[src/rtl/ysyx_22051013_wb_sched_pkg.sv]
// Writeback scheduler shared definitions.
// Sizes of the regfile write path and the requester index map.
package ysyx_22051013_wb_sched_pkg;

  localparam int WB_NREQ = 3;
  localparam int WB_XLEN = 64;
  localparam int WB_AW   = 5;
  localparam int WB_NREG = 32;

  typedef enum logic [1:0] {
    WB_ALU = 2'd0,
    WB_LSU = 2'd1,
    WB_CSR = 2'd2
  } wb_src_e;

endpackage

[src/rtl/ysyx_22051013_rr_arb.sv]
// Round-robin arbiter: one-hot grant for the first request at or after ptr.
// Ports: clk, rst (async active-low), req[NREQ], grant[NREQ].
module ysyx_22051013_rr_arb #(
  parameter int NREQ = 3
) (
  input  logic            clk,
  input  logic            rst,
  input  logic [NREQ-1:0] req,
  output logic [NREQ-1:0] grant
);

  localparam int PW = (NREQ > 1) ? $clog2(NREQ) : 1;

  logic [PW-1:0] ptr;
  logic [PW-1:0] win;
  logic [PW-1:0] idx;
  logic [PW:0]   sum;
  logic          hit;

  always_comb begin
    grant = '0;
    win   = '0;
    idx   = '0;
    sum   = '0;
    hit   = 1'b0;
    for (int i = 0; i < NREQ; i++) begin
      sum = {1'b0, ptr} + (PW+1)'(i);
      if (sum >= (PW+1)'(NREQ))
        sum = sum - (PW+1)'(NREQ);
      idx = sum[PW-1:0];
      if (!hit && req[idx]) begin
        hit        = 1'b1;
        grant[idx] = 1'b1;
        win        = idx;
      end
    end
  end

  always_ff @(posedge clk or negedge rst) begin
    if (!rst)
      ptr <= '0;
    else if (hit)
      ptr <= (win == PW'(NREQ-1)) ? '0 : win + PW'(1);
  end

endmodule

[src/rtl/ysyx_22051013_wb_sched.sv]
// Writeback scheduler: arbitrates writebacks onto the regfile port,
// tracks in-flight rds and stalls issue on RAW/WAW hazards.
module ysyx_22051013_wb_sched
  import ysyx_22051013_wb_sched_pkg::*;
#(
  parameter int NREQ = WB_NREQ,
  parameter int XLEN = WB_XLEN,
  parameter int AW   = WB_AW
) (
  input  logic               clk,
  input  logic               rst,
  input  logic [NREQ-1:0]    req_valid,
  output logic [NREQ-1:0]    req_ready,
  input  logic [NREQ*AW-1:0] req_waddr,
  input  logic [NREQ*XLEN-1:0] req_wdata,
  input  logic               iss_valid,
  input  logic [AW-1:0]      iss_rd,
  input  logic               iss_rd_en,
  input  logic [AW-1:0]      iss_rs1,
  input  logic               iss_ren1,
  input  logic [AW-1:0]      iss_rs2,
  input  logic               iss_ren2,
  output logic               iss_stall,
  input  logic               flush,
  output logic               rf_wen,
  output logic [AW-1:0]      rf_waddr,
  output logic [XLEN-1:0]    rf_wdata,
  output logic [WB_NREG-1:0] busy_vec
);

  logic [NREQ-1:0]    grant;
  logic               acc;
  logic [AW-1:0]      sel_a;
  logic [XLEN-1:0]    sel_d;
  logic [WB_NREG-1:0] busy;
  logic [WB_NREG-1:0] busy_nxt;
  logic               set;

  ysyx_22051013_rr_arb #(
    .NREQ (NREQ)
  ) u_arb (
    .clk   (clk),
    .rst   (rst),
    .req   (req_valid),
    .grant (grant)
  );

  assign req_ready = grant;
  assign acc       = |grant;

  always_comb begin
    sel_a = '0;
    sel_d = '0;
    for (int i = 0; i < NREQ; i++) begin
      if (grant[i]) begin
        sel_a = sel_a | req_waddr[i*AW +: AW];
        sel_d = sel_d | req_wdata[i*XLEN +: XLEN];
      end
    end
  end

  // x0 writes are consumed but never reach the regfile.
  always_ff @(posedge clk or negedge rst) begin
    if (!rst) begin
      rf_wen   <= 1'b0;
      rf_waddr <= '0;
      rf_wdata <= '0;
    end else begin
      rf_wen <= acc & (sel_a != '0);
      if (acc) begin
        rf_waddr <= sel_a;
        rf_wdata <= sel_d;
      end
    end
  end

  assign iss_stall = iss_valid &
    ((iss_ren1  & busy[iss_rs1]) |
     (iss_ren2  & busy[iss_rs2]) |
     (iss_rd_en & busy[iss_rd]));

  assign set = iss_valid & iss_rd_en & ~iss_stall;

  // Set after clear so a same-cycle pair leaves rd busy.
  always_comb begin
    busy_nxt = busy;
    if (rf_wen)
      busy_nxt[rf_waddr] = 1'b0;
    if (set)
      busy_nxt[iss_rd] = 1'b1;
    if (flush)
      busy_nxt = '0;
    busy_nxt[0] = 1'b0;
  end

  always_ff @(posedge clk or negedge rst) begin
    if (!rst)
      busy <= '0;
    else
      busy <= busy_nxt;
  end

  assign busy_vec = busy;

endmodule

[config.mk]
export PLATFORM = sky130hd
export DESIGN_NAME = ysyx_22051013_wb_sched
export DESIGN_NICKNAME = d
export VERILOG_FILES = /design/src/rtl/ysyx_22051013_wb_sched_pkg.sv /design/src/rtl/ysyx_22051013_rr_arb.sv /design/src/rtl/ysyx_22051013_wb_sched.sv
export SDC_FILE = /design/constraint.sdc
export NUM_CORES = 1
export LEC_CHECK = 0
export CORE_UTILIZATION = 41
export CTS_CLUSTER_SIZE = 24
export DETAILED_ROUTE_END_ITERATION = 10
export PLACE_DENSITY = 0.93
export RECOVER_POWER = 25
export SYNTH_ARGS = -nofsm -noshare
export SYNTH_HDL_FRONTEND = slang
export SYNTH_SLANG_ARGS = --single-unit
[constraint.sdc]
create_clock -name clk -period 4.39 [get_ports clk]
set_input_delay 1.317 -clock clk [delete_from_list [all_inputs] [get_ports clk]]
set_output_delay 1.317 -clock clk [all_outputs]
set_load 0.03 [all_outputs]
**Word level (Yosys, flattened, before mapping)**

Cells that the tools add are included.

- Flip-flop bits (word level): 103

- Add/sub/neg operators: 6
- $lt $le $gt $ge: 15
- Equality and inequality tests: 1
- Muxes and demuxes: 44
- Bitwise gates (word level): 19
- Reductions and logical operators: 11

Operators by type and width:

| cell | count |
|---|---|
| two-way mux 64 bit | 3 |
| OR 64 bit | 2 |
| two-way mux 32 bit | 3 |
| AND 32 bit | 1 |
| inverter 32 bit | 1 |
| OR 32 bit | 1 |
| < comparator 5 x 6 -> 1 bit, second input constant | 4 |
| binary-select mux 1 bit (select 5 bit) | 3 |
| two-way mux 5 bit | 3 |
| two-way mux 1 bit | 14 |
| two-way mux 2 bit | 7 |
| demux 1 bit (select 5 bit) | 2 |
| >= comparator 5 x 1 -> 1 bit, second input constant | 2 |
| OR 5 bit | 2 |
| < comparator 2 x 3 -> 1 bit, second input constant | 3 |
| two-way mux 3 bit | 3 |
| AND 1 bit | 7 |
| logical AND 1 bit | 7 |
| binary-select mux 1 bit (select 2 bit) | 3 |
| demux 1 bit (select 2 bit) | 3 |
| >= comparator 2 x 1 -> 1 bit, second input constant | 3 |
| >= comparator 3 x 2 -> 1 bit, second input constant | 2 |
| OR 3 bit | 2 |
| subtractor 2 bit, second input constant | 3 |
| other kinds (10) | 12 |

**Logic depth before layout (Yosys ltp)**

Gate-level depths: netlist of run 1.

- Depth in word-level cells: 18
- Depth in mapped cells: 13
- Mapped depth without buffers: 8

**Modules after synthesis**

From an unflattened synthesis of run 1, not the netlist that was laid out.

- Cell total of the unflattened synthesis: 636
- Area, all modules: 6,197.2 um^2

By module, submodules not included:

| module | instances | cells an instance | area each (um^2) | seq. area each (um^2) |
|---|---|---|---|---|
| ysyx_22051013_wb_sched | 1 | 576 | 5,728.0 | 2,527.4 |
| ysyx_22051013_rr_arb | 1 | 60 | 469.2 | 50.0 |

**Worst setup path after synthesis of run 1**

Ideal clock, no wire load.

- Path type: input -> output
- Start: input iss_rs2[1]
- End: output iss_stall
- Arrival: 3.036 ns
- Slack: 0.037 ns
- Stages: 7
- Path through: clkbuf_1 mux4_2 mux2i_1 nand2_1 a32oi_1 nand4_1 and2_1

- Word-level cells in the longest chain between the ends: 6

Ends and longest elaborated chain:

| what | line | source |
|---|---|---|
| start: declaration | ysyx_22051013_wb_sched.sv:21 | `input logic [AW-1:0] iss_rs2,` |
| binary-select mux 1 bit (select 5 bit) | ysyx_22051013_wb_sched.sv:79 | `(iss_ren2 & busy[iss_rs2]) \|` |
| two-way mux 1 bit (implied by the code) | ysyx_22051013_wb_sched.sv:79 |  |
| AND 1 bit | ysyx_22051013_wb_sched.sv:79 |  |
| OR 1 bit | ysyx_22051013_wb_sched.sv:78 | `((iss_ren1 & busy[iss_rs1]) \|` |
| OR 1 bit | ysyx_22051013_wb_sched.sv:79 |  |
| AND 1 bit | ysyx_22051013_wb_sched.sv:77 | `assign iss_stall = iss_valid &` |
| end: declaration | ysyx_22051013_wb_sched.sv:23 | `output logic iss_stall,` |

No other way between the ends. The select of a mux whose other input is x is not followed.

**Worst setup path after layout of run 1**

- Start: input iss_rs2[0]
- End: output iss_stall

The elaborated chain is that of the path after synthesis.

==> summary.md, run 1 <==
| Metric | Value |
|---|---|
| Fin crit share | `98.9%` |
| Relative slew slack | `-103%` |
| DRT Pass-1 Iters | `6` |
| Synth Warn # | `0` |
| CP endpoint kind | `primary output` |
| CTS buffer count | `9` |
| Vias in the first global route | `7433` |
| Slowest stage cell, crit path | `mux4_2` |
| Cell taking the most area after synthesis | `dfrtp_1` |
| Top cells by area, synth | `dfrtp_1 38%, a22oi_1 7.6%, nand2_1 7.1%` |
| Worst Hold Depth | `2` |
| Final Skew | `0.00945 ns` |
| Max Cap Viol | `1` |
| Synthesized area | `6740 um2` |
| Vias per inst | `6.08` |
| FP Rows | `46` |
| H-tree depth | `3` |
| Maximum VDD drop | `0.000608 V` |
| Area delta synth->final | `59.3%` |
| Largest net degree at the start of global routing | `136` |
| CP Class | `primary input to primary output` |
| F_max | `0.230 GHz` |
| CTS tree | `done` |
| Crit path DAT | `3.03 ns` |
| Top-Level Pins | `338` |
| Total power draw | `8.14 mW` |
| Flop and latch count out of synthesis | `103` |
| Hold Buf Count CTS | `0` |
| Routed wire length per instance | `21.4 um` |
| Seq/Total Area, Yosys | `38.2%` |
| Layout cells sized above 1 | `8.42%` |
| FF-to-FF path depth | `11` |
| Asr flop ratio synth | `100%` |
| Clk pwr share | `10.1%` |
| Crit-path max FO | `5` |
| Final #Nets | `1323` |
| Synth unique cells | `54` |
| Syn avg cell area | `8.70 um2` |
| Final count of pins violating max slew | `51` |
| Dpl hpwl | `21.2 mm` |
| Post-synth top cells | `127 x nand2_1, 103 x dfrtp_1, 68 x a22oi_1` |
| Total core area | `15900 um2` |
| Residual DRC count | `0` |
| Tightest Pin Transition | `3.05 ns` |
| Routed WL | `28.0 mm` |
| PortBufs | `336` |
| Final Hold Viols | `0` |
| EDFF count, synth | `0` |
| Power share of the sequential group | `19.9%` |
| Syn nets | `1011` |
| Worst Path Required | `3.07 ns` |
| Longest Clk Path Bufs | `2` |
| Failing checks | `capacitance limit, slew limit` |
| Int Power | `3.95 mW` |
| Gr usage total | `32.5%` |
| Total gr overflow | `0` |
| Post-route ant nets | `0` |
| Die width | `130 um` |
| Root buf cell | `clkbuf_16` |
| Top FF cell, synth | `dfrtp_1` |
| WHS | `0.559 ns` |
| Switching Share | `51.4%` |
| Via count | `7962` |
| Full die area | `17000 um2` |
| Yosys top cell area share | `38.2%` |
| Final setup viols | `0` |
| Die Span Y | `130 um` |
| Lkg Pwr | `4.11 nW` |
| Gate power share | `70.0%` |
| Number of clock sinks | `103` |
| First-pass GRT wire length | `41.2 mm` |
| Most common cell in the synthesized netlist | `nand2_1` |
| Final core utilization | `67.4%` |
| Initial DRC count | `808` |
| Switching power total | `4.19 mW` |
| Worst path max stage delay | `0.51 ns` |
| Post-Synthesis Cells | `775` |
| Hold Path Class | `register to register` |
| Placer Congestion | `0.934` |
| CP startpoint kind | `primary input` |
| Status | `finished with violations` |
| Period minus WS final | `4.34 ns` |
| Setup TNS | `0 ns` |
| Initial Utilization | `42.3%` |
| RSZ-0062 raised after global routing | `no` |
| Worst-Skew Late Latency | `0.36 ns` |
| Initial antenna violation count | `1` |
| Pwr/cell area | `758 nW/um2` |
| Worst path cell trace | `clkdlybuf4s15_2 -> mux4_2 -> nor3b_1 -> nor4b_1 -> a32oi_1 -> nand4_1 -> and2_4 -> buf_6` |
| Clock slew at reported path FFs | `0.07 ns` |
## worst max-delay path, delay by kind of cell
kind	cells	cell delay, ns
AO/OA/AOI/OAI	1	0.20
AND/OR/NAND/NOR	4	0.62
buffers and inverters	2	0.38
multiplexers	1	0.51
## power groups by stage
| stage | combinational [mW] | clock (mW) | sequential [mW] |
|---|---|---|---|
| after floorplan | 3.12 | 0 | 2.25 |
| after global placement | 5.52 | 0 | 1.61 |
| after detailed placement | 5.62 | 0 | 1.63 |
| after CTS | 5.65 | 0.836 | 1.62 |
| after global routing | 6.06 | 0.869 | 1.66 |
| final | 5.70 | 0.823 | 1.62 |
## what timing repair did
| item | CTS | global route |
|---|---|---|
| setup buffers | 2 | 0 |
| setup endpoints to repair | 1 | 3 |
| pin swaps | 5 | 2 |
| gates resized for setup | 23 | 7 |
## state kept, by name (all words and copies together) (netlist names)
signal / flops
rf_waddr: 5
u_arb.ptr: 2
rf_wen: 1
busy_vec: 31
rf_wdata: 64
## final cells by class
| cell class | instances | area (um2) |
|---|---|---|
| Fill cell | 1255 | 5200 |
| Multi-Input combinational cell | 583 | 3820 |
| Timing Repair Buffer | 375 | 3710 |
| Sequential cell | 103 | 2580 |
| Tap cell | 216 | 270 |
| Clock buffer | 9 | 225 |
| Clock inverter | 7 | 73.8 |
| Inverter | 15 | 56.3 |
| Antenna cell | 1 | 2.50 |
## final timing paths
| path | endpoint | startpoint | slack [ns] |
|---|---|---|---|
| max | iss_stall | iss_rs2[0] | 0.05 |
| min | rf_wdata[41]$_DFFE_PN0P_ | rf_wdata[41]$_DFFE_PN0P_ | 0.56 |
| max reg2reg | rf_wdata[13]$_DFFE_PN0P_ | u_arb.ptr[0]$_DFFE_PN0P_ | 0.99 |
| min reg2reg | rf_wdata[41]$_DFFE_PN0P_ | rf_wdata[41]$_DFFE_PN0P_ | 0.56 |
| max in group asynchronous | rf_wdata[13]$_DFFE_PN0P_ | rst | 0.71 |
| min in group asynchronous | busy_vec[19]$_DFF_PN0_ | rst | 1.96 |
## placed cells by master, fill, tap and decap left out, drive strengths merged, types with 2 or more instances in the layout
cell type | Yosys | layout
clkinvlp | 0 | 4
clkdlybuf4s50 | 0 | 322
mux2 | 5 | 5
nor2b | 30 | 30
nand3b | 17 | 17
a2111oi | 4 | 4
buf | 18 | 43
nor4 | 64 | 64
nand2b | 3 | 3
nand2 | 127 | 127
mux4 | 8 | 8
a22oi | 68 | 68
clkbuf | 56 | 11
nor2 | 20 | 20
and3 | 5 | 5
a211oi | 4 | 4
a222oi | 2 | 2
ha | 4 | 4
dlymetal6s2s | 0 | 2
dfrtp | 103 | 103
dlygate4sd2 | 0 | 4
a32oi | 2 | 2
nand3 | 20 | 20
a21oi | 7 | 7
mux2i | 28 | 28
a221oi | 4 | 4
o22ai | 3 | 3
clkinv | 0 | 2
clkdlybuf4s15 | 0 | 2
a31oi | 66 | 66
a311oi | 3 | 3
inv | 15 | 15
and2 | 4 | 4
o21ai | 55 | 55
nand4 | 4 | 4
nor3 | 7 | 7
or3 | 3 | 3
## cell families (layout without fill, tap and decap cells)
group / count (synthesis) / after routing / share of synthesized area (%)
compound gates: 228 / 228 / 24.5
fa+ha+maj: 4 / 4 / 0.742
buf+inv: 89 / 406 / 5.58
flops: 103 / 103 / 38.2
mux: 41 / 41 / 7.72
other cells: 1 / 2 / 0.0556
simple gates: 309 / 309 / 23.2
## metrics by stage
| stage | cell area, um2 | instances | worst slack (ns) |
|---|---|---|---|
| floorplan | 6740 | 775 | 0.0374 |
| finish | 10700 | 1309 | 0.0470 |
| global placement | 10400 | 1290 | -0.697 |
| global route | 10700 | 1309 | 0.0000893 |
| CTS | 10700 | 1308 | 0.0174 |
| detailed placement | 10400 | 1290 | -0.825 |
## routing by layer
| metal | part of all wire, % | track usage (%) |
|---|---|---|
| met5 | 0 | 0 |
| met4 | 5.4 | 18.3 |
| met3 | 10 | 8.00 |
| met2 | 47 | 52.1 |
| met1 | 37 | 40.1 |
Note: power is estimated with default switching activity, not from simulation.
==> run 2: changes to the inputs <==
==> constraint.sdc (replaced) <==
create_clock -name clk -period 4.9 [get_ports clk]
set_input_delay 1.47 -clock clk [delete_from_list [all_inputs] [get_ports clk]]
set_output_delay 1.47 -clock clk [all_outputs]
set_load 0.03 [all_outputs]
==> summary.md, run 2 (synthesis results as in run 1) <==
| Metric | Value |
|---|---|
| Largest net degree at the start of global routing | `136` |
| Vias per inst | `6.11` |
| Initial DRC count | `828` |
| DRT Pass-1 Iters | `8` |
| FF-to-FF path depth | `11` |
| Clk pwr share | `10.9%` |
| Crit-path max FO | `5` |
| Layout cells sized above 1 | `7.73%` |
| Die width | `130 um` |
| Tightest Pin Transition | `2.10 ns` |
| Final #Nets | `1318` |
| RSZ-0062 raised after global routing | `no` |
| Failing checks | `capacitance limit, slew limit` |
| Worst Path Required | `3.43 ns` |
| CP endpoint kind | `primary output` |
| Final Skew | `0.0120 ns` |
| Period minus WS final | `4.81 ns` |
| Vias in the first global route | `7373` |
| Max Cap Viol | `1` |
| Clock slew at reported path FFs | `0.07 ns` |
| CP Class | `primary input to primary output` |
| Final setup viols | `0` |
| Hold Path Class | `register to register` |
| Routed WL | `28.4 mm` |
| Die Span Y | `130 um` |
| F_max | `0.208 GHz` |
| Worst-Skew Late Latency | `0.36 ns` |
| Lkg Pwr | `4.09 nW` |
| Worst Hold Depth | `2` |
| Area delta synth->final | `58.6%` |
| Total of fill cells in the finished design | `1245` |
| Hold Buf Count CTS | `0` |
| H-tree depth | `3` |
| Switching Share | `51.2%` |
| Via count | `7976` |
| Setup TNS | `0 ns` |
| Number of clock sinks | `103` |
| Root buf cell | `clkbuf_16` |
| Initial Utilization | `42.3%` |
| Post-CTS Setup Bufs | `0` |
| Maximum VDD drop | `0.000673 V` |
| Final count of pins violating max slew | `83` |
| Commonest non-fill, non-tap cell in the layout | `clkdlybuf4s50_1` |
| CP startpoint kind | `primary input` |
| Routed wire length per instance | `21.7 um` |
| Area occupied by multi-input gates | `3820 um2` |
| Pwr/cell area | `680 nW/um2` |
| Finished Layout Cells | `1305` |
| Worst r2r src | `u_arb.ptr[1]$_DFFE_PN0P_` |
| Final core utilization | `67.1%` |
| Initial antenna violation count | `2` |
| FF-to-FF setup slack | `1.19 ns` |
| Commonest cells after routing, fill and taps aside | `326 x clkdlybuf4s50_1, 127 x nand2_1, 103 x dfrtp_1` |
| Post-route ant nets | `0` |
| CTS buffer count | `9` |
| Placed insts | `1287` |
| Placer Congestion | `0.958` |
| Gate power share | `69.0%` |
| FF/Latch Area | `2580 um2` |
| PortBufs | `336` |
| Crit path DAT | `3.34 ns` |
| CTS tree | `done` |
| Max reg flops | `64` |
| Power share of the sequential group | `20.1%` |
| First-pass GRT wire length | `41.0 mm` |
| Full die area | `17000 um2` |
| Total core area | `15900 um2` |
| Fin crit share | `98.2%` |
| Dpl hpwl | `21.0 mm` |
| Status | `finished with violations` |
| Final Hold Viols | `0` |
| Switching power total | `3.73 mW` |
| Int Power | `3.55 mW` |
| Gr usage total | `32.4%` |
| FP Rows | `46` |
| Min-Delay Endpoint | `u_arb.ptr[0]$_DFFE_PN0P_` |
| RR Endpoint | `rf_wdata[41]$_DFFE_PN0P_` |
| Hold Crit Start | `u_arb.ptr[0]$_DFFE_PN0P_` |
| Relative slew slack | `-39.7%` |
| Total gr overflow | `0` |
| Top-Level Pins | `338` |
| Residual DRC count | `0` |
| Longest Clk Path Bufs | `2` |
| Largest Register | `rf_wdata` |
run 2: cell count changes in the layout (fill, tap and decap cells not counted), moves of 2 or more:
cell,previous run,this run
clkinvlp_4,4,1
buf_6,4,2
clkdlybuf4s50_1,322,326
buf_12,5,2
run 2: area by class of cell:
class                           instances  share of cell area (%)
Multi-Input combinational cell        583                    35.7
Antenna cell                            2                  0.0468
Clock inverter                          5                   0.761
Timing Repair Buffer                  370                    34.0
Tap cell                              216                    2.53
Clock buffer                           11                    2.27
Inverter                               15                   0.527
Sequential cell                       103                    24.1
run 2: metal layers:
layer  track usage [%]  wire length (um)  up-vias
met4              15.8              1180        0
li1                  -                 -     3547
met1              40.9             10400     3808
met2              52.0             13700      529
met5                 0                 0        -
met3              7.87              3030       92
run 2: what timing repair did:
| action | in CTS | in global routing |
|---|---|---|
| hold endpoints to repair | 0 | 0 |
| gates resized for setup | 11 | 7 |
| endpoints found under the setup margin | 1 | 1 |
| pin swaps | 2 | 0 |
run 2: how the worst max path moves through the flow:
stage                    start        end  slack, ns  cells past startpoint
floorplan           iss_rs2[1]  iss_stall       0.24                      7
global placement    iss_rs2[0]  iss_stall      -0.49                      8
detailed placement  iss_rs2[0]  iss_stall      -0.58                      8
CTS                  iss_rd[1]  iss_stall       0.02                      9
global route        iss_rs2[0]  iss_stall      0.002                      8
finish              iss_rs2[0]  iss_stall       0.09                      8
run 2: worst max-delay path: stages:
cell	delay [ns]
dlygate4sd2_1	0.34
mux4_2	0.54
nor3b_1	0.21
nor4b_1	0.08
a32oi_1	0.20
nand4_1	0.14
and2_1	0.18
buf_4	0.16
run 2: power by group through the flow:
stage	Clock [mW]	Sequential [mW]	Combinational (mW)
after floorplan	0	2.02	2.79
after global placement	0	1.44	4.86
after detailed placement	0	1.46	4.96
after CTS	0.799	1.45	4.97
after global routing	0.836	1.50	5.35
final	0.795	1.46	5.02
run 2: through the flow:
step	worst slack [ns]	total power [mW]	hold slack (ns)	cell area [um2]
after floorplan	0.241	4.81	0.501	6740
after global placement	-0.487	6.30	0.527	10300
after detailed placement	-0.581	6.43	0.544	10300
after CTS	0.0246	7.22	0.556	10700
after global routing	0.00180	7.68	0.587	10700
final	0.0879	7.27	0.559	10700
